<file path="src/rtl/seg7_scan_decoder.sv">
// seg7_scan_decoder: reads a multiplexed active-low 7-segment bus back into hex digits,
// capturing each digit once its pattern has been stable and publishing coherent 4-digit frames.
module seg7_scan_decoder #(
    parameter int STABLE_CYCLES  = 64,
    parameter int TIMEOUT_CYCLES = 2000000
) (
    input  logic        i_clk,
    input  logic        i_rst_n,
    input  logic [6:0]  i_seg,
    input  logic [3:0]  i_an,
    output logic [15:0] o_digits,
    output logic [3:0]  o_blank,
    output logic        o_frame_valid,
    output logic        o_digits_valid,
    output logic        o_bad_pattern
);
    localparam int CW = $clog2(STABLE_CYCLES + 1);
    localparam int WW = $clog2(TIMEOUT_CYCLES + 1);

    typedef enum logic [1:0] {IDLE, SETTLE, HOLD} state_t;

    state_t          r_state, w_next;
    logic [6:0]      r_seg_m, r_seg_s;
    logic [3:0]      r_an_m, r_an_s;
    logic [10:0]     r_prev;
    logic [CW-1:0]   r_cnt, w_cnt_nxt;
    logic [WW-1:0]   r_wd, w_wd_nxt;
    logic [15:0]     r_shadow, r_digits;
    logic [3:0]      r_shadow_blank, r_seen, r_blank;
    logic            r_fv, r_dv, r_bad;
    logic            w_chg, w_onehot, w_capture, w_valid, w_is_blank, w_good, w_frame;
    logic [3:0]      w_low, w_nib;
    logic [1:0]      w_idx;

    assign w_chg      = {r_seg_s, r_an_s} != r_prev;
    assign w_low      = ~r_an_s;
    assign w_onehot   = (w_low != 4'd0) && ((w_low & (w_low - 4'd1)) == 4'd0);
    assign w_idx      = w_low[3] ? 2'd3 : w_low[2] ? 2'd2 : w_low[1] ? 2'd1 : 2'd0;
    assign w_cnt_nxt  = w_chg ? CW'(1) : (r_cnt == CW'(STABLE_CYCLES)) ? r_cnt : r_cnt + 1'b1;
    assign w_is_blank = r_seg_s == 7'h7F;
    assign w_good     = w_capture && w_valid;
    assign w_frame    = r_seen == 4'hF;
    assign w_wd_nxt   = w_good ? '0 : (r_wd == WW'(TIMEOUT_CYCLES)) ? r_wd : r_wd + 1'b1;

    always_comb begin
        w_next    = r_state;
        w_capture = 1'b0;
        case (r_state)
            IDLE:   w_next = w_onehot ? SETTLE : IDLE;
            SETTLE: begin
                if (!w_onehot) w_next = IDLE;
                else if (w_cnt_nxt == CW'(STABLE_CYCLES)) begin
                    w_capture = 1'b1;
                    w_next    = HOLD;
                end
            end
            HOLD:   if (w_chg) w_next = w_onehot ? SETTLE : IDLE;
            default: w_next = IDLE;
        endcase
    end

    // 7F (all segments off) is a legal blank digit that reads as nibble 0
    always_comb begin
        w_valid = 1'b1;
        w_nib   = 4'h0;
        case (r_seg_s)
            7'h40: w_nib = 4'h0;
            7'h79: w_nib = 4'h1;
            7'h24: w_nib = 4'h2;
            7'h30: w_nib = 4'h3;
            7'h19: w_nib = 4'h4;
            7'h12: w_nib = 4'h5;
            7'h02: w_nib = 4'h6;
            7'h78: w_nib = 4'h7;
            7'h00: w_nib = 4'h8;
            7'h10: w_nib = 4'h9;
            7'h08: w_nib = 4'hA;
            7'h03: w_nib = 4'hB;
            7'h46: w_nib = 4'hC;
            7'h21: w_nib = 4'hD;
            7'h06: w_nib = 4'hE;
            7'h0E: w_nib = 4'hF;
            7'h7F: w_nib = 4'h0;
            default: w_valid = 1'b0;
        endcase
    end

    always_ff @(posedge i_clk or negedge i_rst_n) begin
        if (!i_rst_n) begin
            r_seg_m        <= '0;
            r_seg_s        <= '0;
            r_an_m         <= '0;
            r_an_s         <= '0;
            r_prev         <= '0;
            r_cnt          <= '0;
            r_state        <= IDLE;
            r_shadow       <= '0;
            r_shadow_blank <= '0;
            r_seen         <= '0;
            r_digits       <= '0;
            r_blank        <= '0;
            r_fv           <= 1'b0;
            r_dv           <= 1'b0;
            r_bad          <= 1'b0;
            r_wd           <= '0;
        end else begin
            r_seg_m <= i_seg;
            r_seg_s <= r_seg_m;
            r_an_m  <= i_an;
            r_an_s  <= r_an_m;
            r_prev  <= {r_seg_s, r_an_s};
            r_cnt   <= w_cnt_nxt;
            r_state <= w_next;
            r_bad   <= w_capture && !w_valid;
            r_fv    <= w_frame;
            r_wd    <= w_wd_nxt;
            if (w_good) begin
                r_shadow[{w_idx, 2'b00} +: 4] <= w_nib;
                r_shadow_blank[w_idx]         <= w_is_blank;
            end
            r_seen <= (w_frame ? 4'd0 : r_seen) | (w_good ? 4'd1 << w_idx : 4'd0);
            if (w_frame) begin
                r_digits <= r_shadow;
                r_blank  <= r_shadow_blank;
            end
            r_dv <= w_frame ? 1'b1 : (w_wd_nxt == WW'(TIMEOUT_CYCLES)) ? 1'b0 : r_dv;
        end
    end

    assign o_digits       = r_digits;
    assign o_blank        = r_blank;
    assign o_frame_valid  = r_fv;
    assign o_digits_valid = r_dv;
    assign o_bad_pattern  = r_bad;
endmodule
</file>
<file path="config.mk">
export PLATFORM = sky130hd
export DESIGN_NAME = seg7_scan_decoder
export DESIGN_NICKNAME = d
export VERILOG_FILES = /design/src/rtl/seg7_scan_decoder.sv
export SDC_FILE = /design/constraint.sdc
export NUM_CORES = 1
export LEC_CHECK = 0
export BUFFER_PORTS_ARGS = -buffer_cell sky130_fd_sc_hd__buf_4
export CORE_ASPECT_RATIO = 1.1
export CORE_MARGIN = 4
export CORE_UTILIZATION = 40
export CTS_CLUSTER_SIZE = 14
export DETAILED_ROUTE_END_ITERATION = 7
export RECOVER_POWER = 50
export SLEW_MARGIN = 10
export SYNTH_ARGS = -nofsm -noshare
export SYNTH_HDL_FRONTEND = slang
export SYNTH_SLANG_ARGS = --single-unit
</file>
<file path="constraint.sdc">
create_clock -name i_clk -period 3 [get_ports i_clk]
set_input_delay 0.3 -clock i_clk [delete_from_list [all_inputs] [get_ports i_clk]]
set_output_delay 0.3 -clock i_clk [all_outputs]
set_load 0.05 [all_outputs]
</file>
==> reports/results.ini <==
[outcome]
status = completed

[grt]
antenna_found_initial = 0
grt_pass1_vias = 3465
grt_start_max_net_pins = 47
gr-usage-met2 = 0.241
busiest_layer = met2
overflow = 0
met1_usage = 0.204
grtUsageMet3 = 0.0258
grt_pass1_wl_mm = 17.4
track_usage = 0.151

[floorplanning]
die_w_um = 114
start_util = 0.410
fp.dieH_um = 125
die_area_mm2 = 0.0143
ios = 36
coreArea_mm2 = 0.0121
rows = 42

[layout]
area_delta_synth_final_pct = 13.4
layout_common_cells = dfrtp_1 (110), nand2_1 (86), nor2_1 (46), clkbuf_1 (25)
drive_gt1_frac = 0.133
final_cell_count_no_fill = 667
antennaDiodeCount = 0
final_common_cell = dfrtp_1
finalNetCount = 525

[flow_run]
drv_cap = 0

[yosys]
synth_area_per_cell_um2 = 10.6
yosys_warnings = 0
ys_async_sr_fraction = 1.00
synth_ff_type = dfrtp_1
synth_cells = 470
synth_area_mm2 = 0.00496
synth_cell_types = 56
yosysSeqAreaShare = 0.555
synth_nets = 487
synth_seq_cells = 110
synth-edff-count = 0

[drt]
postRouteAntennaNets = 0
dr.pass1.iters = 4
drt-initial-drc-count = 178
drc = 0
vias_per_cell = 5.22
num_vias = 3481
wire_per_inst_um = 15.0
drt_wl_total_mm = 10.0

[clock_tree]
postCtsSetupBuffers = 0
clk_latency_ns = 0.35
htree_levels = 3
post_cts_resized = 0
root_buffer = clkbuf_16
cts_tree = done
cts_sinks = 110
cts_buffer_depth = 2
clkTransAtPathRegs_ns = 0.07
cts_buffers = 9

[placement]
io_buffers = 35
gp_congestion = 0.834
hpwl_mm = 7.08
placed_cells = 650

[worst_setup_path]
end_kind = register
critPathLaunchType = register
path_class = register to register
crit_required_ns = 3.23
worstPathMaxFanout = 11
arrival_ns = 2.89

[pwr]
intPower_mw = 2.19
power.density_mw_per_mm2 = 498
finalPower_mw = 2.80
p_sw_frac = 0.219
leakage_nw = 2.72
comb_power_share = 0.036
switchingPower_uw = 614
power_frac_clock = 0.417
p_seq_frac = 0.546
vdd.ir_drop.worst_mv = 0.333

[sta]
tightestPinTransition_ns = 1.20
clock_skew_ns = 0.00682
setup_viol = 0
whs_ns = 0.0779
fmax_mhz = 376
hold_viol = 0
layout_min_cycle_time_ns = 2.66
period_share = 0.887
tns_ns = 0
relSlewSlack = 0.201
slew_violations = 0
rsz0062_at_grt = no

[min_path]
min_path_type = input port to register

[routing by layer]
layer | routed length [um] | part of all wire
met3 | 240 | 0.024
met5 | 0 | 0
met2 | 4940 | 0.49
met4 | 171 | 0.017
met1 | 4660 | 0.47
[sequential cells by signal (all words and copies together), names as in the netlist, 2 cells and up]
name            flops
o_blank             4
o_digits           16
r_an_m              4
r_an_s              4
r_cnt               7
r_prev             11
r_seen              4
r_seg_m             7
r_seg_s             7
r_shadow           16
r_shadow_blank      4
r_state             2
r_wd               21
[critical path, cell delays in order (launching register included)]
cell and delay, ns:
dfrtp_1 0.54, and3b_1 0.22, o31ai_1 0.29, nand3_1 0.13
or4_1 0.67, buf_4 0.23, nand3b_4 0.12, mux2_2 0.35
[power groups by stage]
stage	Clock (mW)	Sequential (mW)	Combinational [mW]
final	1.17	1.53	0.102
after global routing	1.27	1.54	0.117
after CTS	1.21	1.53	0.107
after detailed placement	0	1.56	0.106
after global placement	0	1.56	0.104
after floorplan	0	1.55	0.0544
[area by class of cell]
cell class                      instances  area, um2
Clock buffer                           10        229
Timing Repair Buffer                   48        283
Fill cell                            1179       6460
Clock inverter                          6       62.6
Sequential cell                       110       2750
Inverter                               10       37.5
Tap cell                              154        193
Multi-Input combinational cell        329       2070
[Yosys cell counts, types with 4 or more instances]
cell type	count	area, um2
dfrtp_1	110	2750
nand2_1	86	323
nor2_1	46	173
nand3_1	21	105
xor2_1	21	184
mux2_2	20	225
xnor2_1	15	131
clkbuf_1	11	41.3
and3_1	10	62.6
inv_1	10	37.5
nand4_1	10	62.6
a21oi_1	8	40.0
nor3_1	8	40.0
o21ai_0	8	40.0
buf_2	6	30.0
nor4_1	6	37.5
and4_1	5	43.8
o22ai_1	5	31.3
and3b_1	4	35.0
ha_1	4	50.1
nand2b_1	4	25.0
or3_1	4	25.0
[cells by family (layout without fill, tap and decap cells)]
logic type / Yosys count / after routing / synth area share
xor gates and xnor gates: 36 / 36 / 0.0636
AOI/OAI and AO/OA: 42 / 42 / 0.0610
adders and majority gates: 4 / 4 / 0.0101
buffers and inverters: 31 / 74 / 0.0280
muxes: 20 / 20 / 0.0454
and+or+nand+nor: 227 / 227 / 0.237
DFF: 110 / 110 / 0.555
[worst paths after layout]
kind / startpoint / to / slack [ns] / cells after the start
worst max-delay path: r_seg_s[0] / r_shadow[3] / 0.34 / 7
worst min-delay path: i_seg[5] / r_seg_m[5] / 0.08 / 1
worst max register to register: r_seg_s[0] / r_shadow[3] / 0.34 / 7
worst min register to register: r_an_m[0] / r_an_s[0] / 0.35 / 0
max in group asynchronous: i_rst_n / o_digits[14] / 1.37 / 3
min in group asynchronous: i_rst_n / r_wd[10] / 0.72 / 2
[what timing repair did]
item,in CTS,in global routing
endpoints found under the hold margin,36,0
setup endpoints to repair,0,0
hold buffers,1,0
[per-stage QoR]
step | worst slack (ns) | area, um2 | utilization
floorplan | 0.382 | 4960 | -
global placement | 0.363 | 5420 | 0.448
detailed placement | 0.336 | 5420 | 0.448
CTS | 0.318 | 5720 | 0.473
global route | 0.186 | 5630 | 0.466
finish | 0.339 | 5630 | 0.466
Note: power is estimated with default switching activity, not from simulation.
